### src/rtl/aes_host_loader.sv
// Loads key/text words from a register bus, launches the AES core, captures its result.
// Latency: start to done = core latency + 2 cycles; writes and start are dropped while busy.
module aes_host_loader #(
    parameter int TIMEOUT = 255
) (
    input  logic         Clk,
    input  logic         Reset,
    input  logic         wr_en,
    input  logic [2:0]   wr_addr,
    input  logic [31:0]  wr_data,
    input  logic         start,
    input  logic [1:0]   rd_addr,
    output logic [31:0]  rd_data,
    output logic         busy,
    output logic         done,
    output logic         err,
    output logic [127:0] Cipherkey,
    output logic [127:0] Plaintext,
    output logic         Run,
    input  logic         Ready,
    input  logic [127:0] Ciphertext
);

    localparam int CW = $clog2(TIMEOUT + 1);
    localparam logic [CW-1:0] CNT_LAST = CW'(TIMEOUT - 1);

    typedef enum logic [1:0] {IDLE, LAUNCH, WAIT} state_t;

    state_t          state, state_nxt;
    logic [7:0]      mask;
    logic [CW-1:0]   cnt;
    logic [127:0]    result;
    logic            accept, reject, capture, expire;
    logic [1:0]      wsel, rsel;

    // Word 0 occupies the top 32 bits, so the slice index is the inverted address.
    assign wsel = ~wr_addr[1:0];
    assign rsel = ~rd_addr;
    assign Run  = (state == LAUNCH);

    always_ff @(posedge Clk) begin
        if (!Reset) state <= IDLE;
        else        state <= state_nxt;
    end

    always_comb begin
        state_nxt = state;
        accept    = 1'b0;
        reject    = 1'b0;
        capture   = 1'b0;
        expire    = 1'b0;
        case (state)
            IDLE: begin
                if (start) begin
                    if (&mask) begin
                        accept    = 1'b1;
                        state_nxt = LAUNCH;
                    end else begin
                        reject    = 1'b1;
                    end
                end
            end
            LAUNCH: state_nxt = WAIT;
            WAIT: begin
                if (Ready) begin
                    capture   = 1'b1;
                    state_nxt = IDLE;
                end else if (cnt == CNT_LAST) begin
                    expire    = 1'b1;
                    state_nxt = IDLE;
                end
            end
            default: state_nxt = IDLE;
        endcase
    end

    always_ff @(posedge Clk) begin
        if (!Reset) begin
            mask      <= '0;
            cnt       <= '0;
            result    <= '0;
            rd_data   <= '0;
            busy      <= 1'b0;
            done      <= 1'b0;
            err       <= 1'b0;
            Cipherkey <= '0;
            Plaintext <= '0;
        end else begin
            if (state == IDLE && wr_en) begin
                mask[wr_addr] <= 1'b1;
                if (wr_addr[2]) Plaintext[{wsel, 5'b0} +: 32] <= wr_data;
                else            Cipherkey[{wsel, 5'b0} +: 32] <= wr_data;
            end
            // Key stays loaded across operations; each launch needs fresh text.
            if (state == LAUNCH) begin
                mask[7:4] <= 4'b0;
                cnt       <= '0;
            end
            if (state == WAIT && !Ready && !expire) cnt <= cnt + CW'(1);
            if (accept) begin
                busy <= 1'b1;
                done <= 1'b0;
                err  <= 1'b0;
            end
            if (reject) err <= 1'b1;
            if (capture) begin
                result <= Ciphertext;
                done   <= 1'b1;
                busy   <= 1'b0;
            end
            if (expire) begin
                err  <= 1'b1;
                busy <= 1'b0;
            end
            rd_data <= result[{rsel, 5'b0} +: 32];
        end
    end

endmodule

### config.mk
export PLATFORM = sky130hd
export DESIGN_NAME = aes_host_loader
export DESIGN_NICKNAME = d
export VERILOG_FILES = /design/src/rtl/aes_host_loader.sv
export SDC_FILE = /design/constraint.sdc
export NUM_CORES = 1
export LEC_CHECK = 0
export ABC_CLOCK_PERIOD_IN_PS = 1700
export CAP_MARGIN = 15
export CORE_AREA = 2 2 201 183
export CTS_BUF_LIST = sky130_fd_sc_hd__clkbuf_8
export CTS_CLUSTER_SIZE = 25
export DETAILED_ROUTE_END_ITERATION = 10
export DIE_AREA = 0 0 203 185
export PLACE_DENSITY = 0.77
export REMOVE_ABC_BUFFERS = 1
export SLEW_MARGIN = 20
export SYNTH_ARGS = -nofsm -noshare
export SYNTH_HDL_FRONTEND = slang
export SYNTH_SLANG_ARGS = --single-unit
### constraint.sdc
create_clock -name Clk -period 1.7 [get_ports Clk]
set_input_delay 0.17 -clock Clk [delete_from_list [all_inputs] [get_ports Clk]]
set_output_delay 0.17 -clock Clk [all_outputs]
set_load 0.01 [all_outputs]
==> results.sh <==
export IMPL_utilization_pct=68.7
export IMPL_cts_htree_levels=3
export IMPL_hpwl_mm=40.8
export IMPL_cp_num_cells=1
export IMPL_r2r_end="Plaintext[86]"
export IMPL_vias=16100
export IMPL_synth_top_area_share_pct=49.9
export IMPL_hold_slack_ns=0.135
export IMPL_synth_common_cells="nand2_1 (719), dfxtp_1 (437), a21boi_1 (240)"
export IMPL_power_density_nw_per_um2=832
export IMPL_placed_cells=2909
export IMPL_synth_cells=2054
export IMPL_drc=0
export IMPL_drive_gt1_share_pct=8.94
export IMPL_outcome="finished clean"
export IMPL_rrSetupSlack_ns=0.11
export IMPL_grt_overflow_total=0
export IMPL_syn2layout_area_growth_pct=39.6
export IMPL_first_pass_iters=7
export IMPL_crit_end="Cipherkey[87]"
export IMPL_grt_pass1_vias=15700
export IMPL_wl_met3_mm=5.85
export IMPL_cts_buffers=71
export IMPL_final_nets=2685
export IMPL_endpoint_kind="output port"
export IMPL_layout_setup_ws_ns=0.0180
export IMPL_num_fill_cells=2848
export IMPL_timing_setup_tns_ns=0
export IMPL_ys_top_cells_by_area="dfxtp_1 (50%), nand2_1 (15%), a21boi_1 (10%)"
export IMPL_hold_path_class="in2reg"
export IMPL_cp_start_kind="register"
export IMPL_p_total_mw=20.4
export IMPL_synth_area_um2=17500
export IMPL_clkTransAtPathRegs_ns=0.07
export IMPL_min_period_ns=1.68
export IMPL_fmax_mhz=595
export IMPL_grtUsageTotal_pct=30.0
export IMPL_synth_edf_count=0
export IMPL_start_util_pct=49.2
export IMPL_grt_antenna_before_repair=4
export IMPL_wire_per_inst_um=19.1
export IMPL_core_um2=35600
export IMPL_clock_sinks=437
export IMPL_crit_path_top_delay_cell="clkdlybuf4s50_1"
export IMPL_io_pins=462
export IMPL_timing_rr_start="state[1]"
export IMPL_cp_num_buf_inv=1
export IMPL_cts_root_buffer="clkbuf_8"
export IMPL_tritoncts="done"
export IMPL_wl_met1_mm=22.7
export IMPL_drv_cap=0
export IMPL_finalClockSkew_ns=0.0297
export IMPL_die_width_um=203
export IMPL_drv_slew=0
export IMPL_io_buffers=461
export IMPL_required_ns=1.53
export IMPL_tightest_slew_ns=0.456
export IMPL_grt_start_max_net_pins=108
export IMPL_placed_area_um2=23100
export IMPL_path_class="reg2out"
export IMPL_slew_headroom_pct=69.6
export IMPL_setup_viol=0
export IMPL_avgSynthCellArea_um2=8.53
export IMPL_clk_latency_ns=0.59
export IMPL_ant_nets=0
export IMPL_ir_drop_uv=599
export IMPL_clockBufferDepth=3
export IMPL_synth_top_cell_by_area="dfxtp_1"
export IMPL_die_height_um=185
export IMPL_post_place_ws_ns=-0.567
export IMPL_leakagePower_nw=9.60
export IMPL_post_synth_top_count_cell="nand2_1"
export IMPL_cp_arrival_ns=1.51
export IMPL_rows=66
export IMPL_critPathLaunch="Cipherkey[87]"
export IMPL_ys_seq_elements=437
export IMPL_wl_mm=57.8
export IMPL_crit_path_cell_trace="clkdlybuf4s50_1"
export IMPL_reg2reg_depth=5
export IMPL_yosysSeqAreaShare_pct=49.9
export IMPL_cp_top_family="buffers and inverters"
export IMPL_max_stage_delay_ns=0.55
export IMPL_yosysWarnings=0
export IMPL_synth_distinct_cells=41
export IMPL_top_layer_used="met5"
export IMPL_hold_viol=0
export IMPL_synth_ff_type="dfxtp_1"
export IMPL_grt_pass1_wl_mm=87.4
export IMPL_wl_met2_mm=26.9
export IMPL_dieArea_um2=37600
export IMPL_async_flop_share_pct=0
export IMPL_design_area_um2=24500
export IMPL_finalNonFillerCells=3028
export IMPL_finalCritPeriodShare_pct=98.9
export IMPL_routed_via_density=5.32
export IMPL_cp_max_fo=2
export IMPL_drt_iter0_drc=1165
export IMPL_finalWeightedCongestion=0.887
[kinds of logic after synthesis]
family / share of synthesized area (%)
AOI/OAI and AO/OA: 17.4
xor gates and xnor gates: 0.100
DFF: 49.9
adders and majority gates: 0.500
and+or+nand+nor: 23.6
buffers and inverters: 4.33
muxes: 4.17
[per-layer routing]
layer  vias to the layer above  track usage (%)
met3                       146             8.23
met5                         -                0
met2                       718             49.7
met4                         6             12.8
met1                      7631             36.8
li1                       7615                -
[where the power goes]
group,switching (mW),total [mW],internal [mW]
clock,4.03,8.46,4.44
sequential,0.0277,10.3,10.3
combinational,0.789,1.59,0.800
total,4.84,20.4,15.5
[how the worst min path moves through the flow]
| stage | from | to | slack (ns) | cells after the start |
|---|---|---|---|---|
| after floorplan | Reset | cnt[1] | 0.29 | 1 |
| after global placement | Plaintext[25] | Plaintext[25] | 0.44 | 2 |
| after detailed placement | Plaintext[30] | Plaintext[30] | 0.44 | 2 |
| after CTS | Ciphertext[41] | result[41] | 0.11 | 3 |
| after global routing | Ciphertext[58] | result[58] | 0.14 | 3 |
| final | Ciphertext[41] | result[41] | 0.13 | 3 |
[worst min-delay path, delay by kind of cell]
kind | cells | cell delay, ns
simple gates | 1 | 0.05
compound gates | 1 | 0.06
buf+inv | 1 | 0.40
[cell usage in the layout (no fill, tap or decap), types with 2 or more instances in the layout]
cell | synthesis | final
dlymetal6s2s_1 | 0 | 36
nor2_1 | 110 | 107
a21boi_0 | 146 | 146
o211ai_1 | 2 | 2
clkbuf_8 | 0 | 84
a21oi_1 | 9 | 9
ha_1 | 7 | 7
nor2b_1 | 7 | 6
nor3b_1 | 2 | 2
xor2_1 | 2 | 2
dlygate4sd2_1 | 0 | 81
a21boi_1 | 240 | 240
clkinv_2 | 0 | 7
dfxtp_1 | 437 | 428
buf_12 | 0 | 42
and2_1 | 41 | 40
clkdlybuf4s50_1 | 0 | 340
a31oi_1 | 2 | 2
nor2_2 | 0 | 2
inv_1 | 5 | 30
buf_4 | 10 | 37
nand4_1 | 3 | 3
dfxtp_2 | 0 | 8
a21o_1 | 3 | 3
nand3_1 | 69 | 69
buf_2 | 43 | 3
o21a_1 | 2 | 2
o2bb2ai_1 | 2 | 2
nand2_1 | 719 | 719
nor4b_1 | 2 | 2
nand2b_1 | 37 | 36
mux4_2 | 32 | 32
[layout make-up]
cell class | count | area [µm²] | share of cell area, %
well taps | 476 | 596 | 2.43
inverters | 5 | 18.8 | 0.0767
diodes | 1 | 2.50 | 0.0102
clock inverters | 32 | 129 | 0.527
multi-input cells | 1451 | 8060 | 32.9
flip-flops and latches | 437 | 8760 | 35.8
clock buffers | 84 | 1160 | 4.72
repair buffers | 542 | 5750 | 23.5
[sequential cells by signal, summed over array words and instances, names as in the netlist]
name	count
Cipherkey	128
Plaintext	128
busy	1
cnt	8
done	1
err	1
mask	8
rd_data	32
result	128
state	2
[repair_timing]
action / CTS / global route
pin swaps: 0 / 0
hold buffers: 1 / 0
setup buffers: 0 / 0
gates resized for setup: 95 / 43
endpoints found under the setup margin: 83 / 47
hold endpoints to repair: 24 / 0
gates cloned: 0 / 1
(Power assumes the default switching activity.)
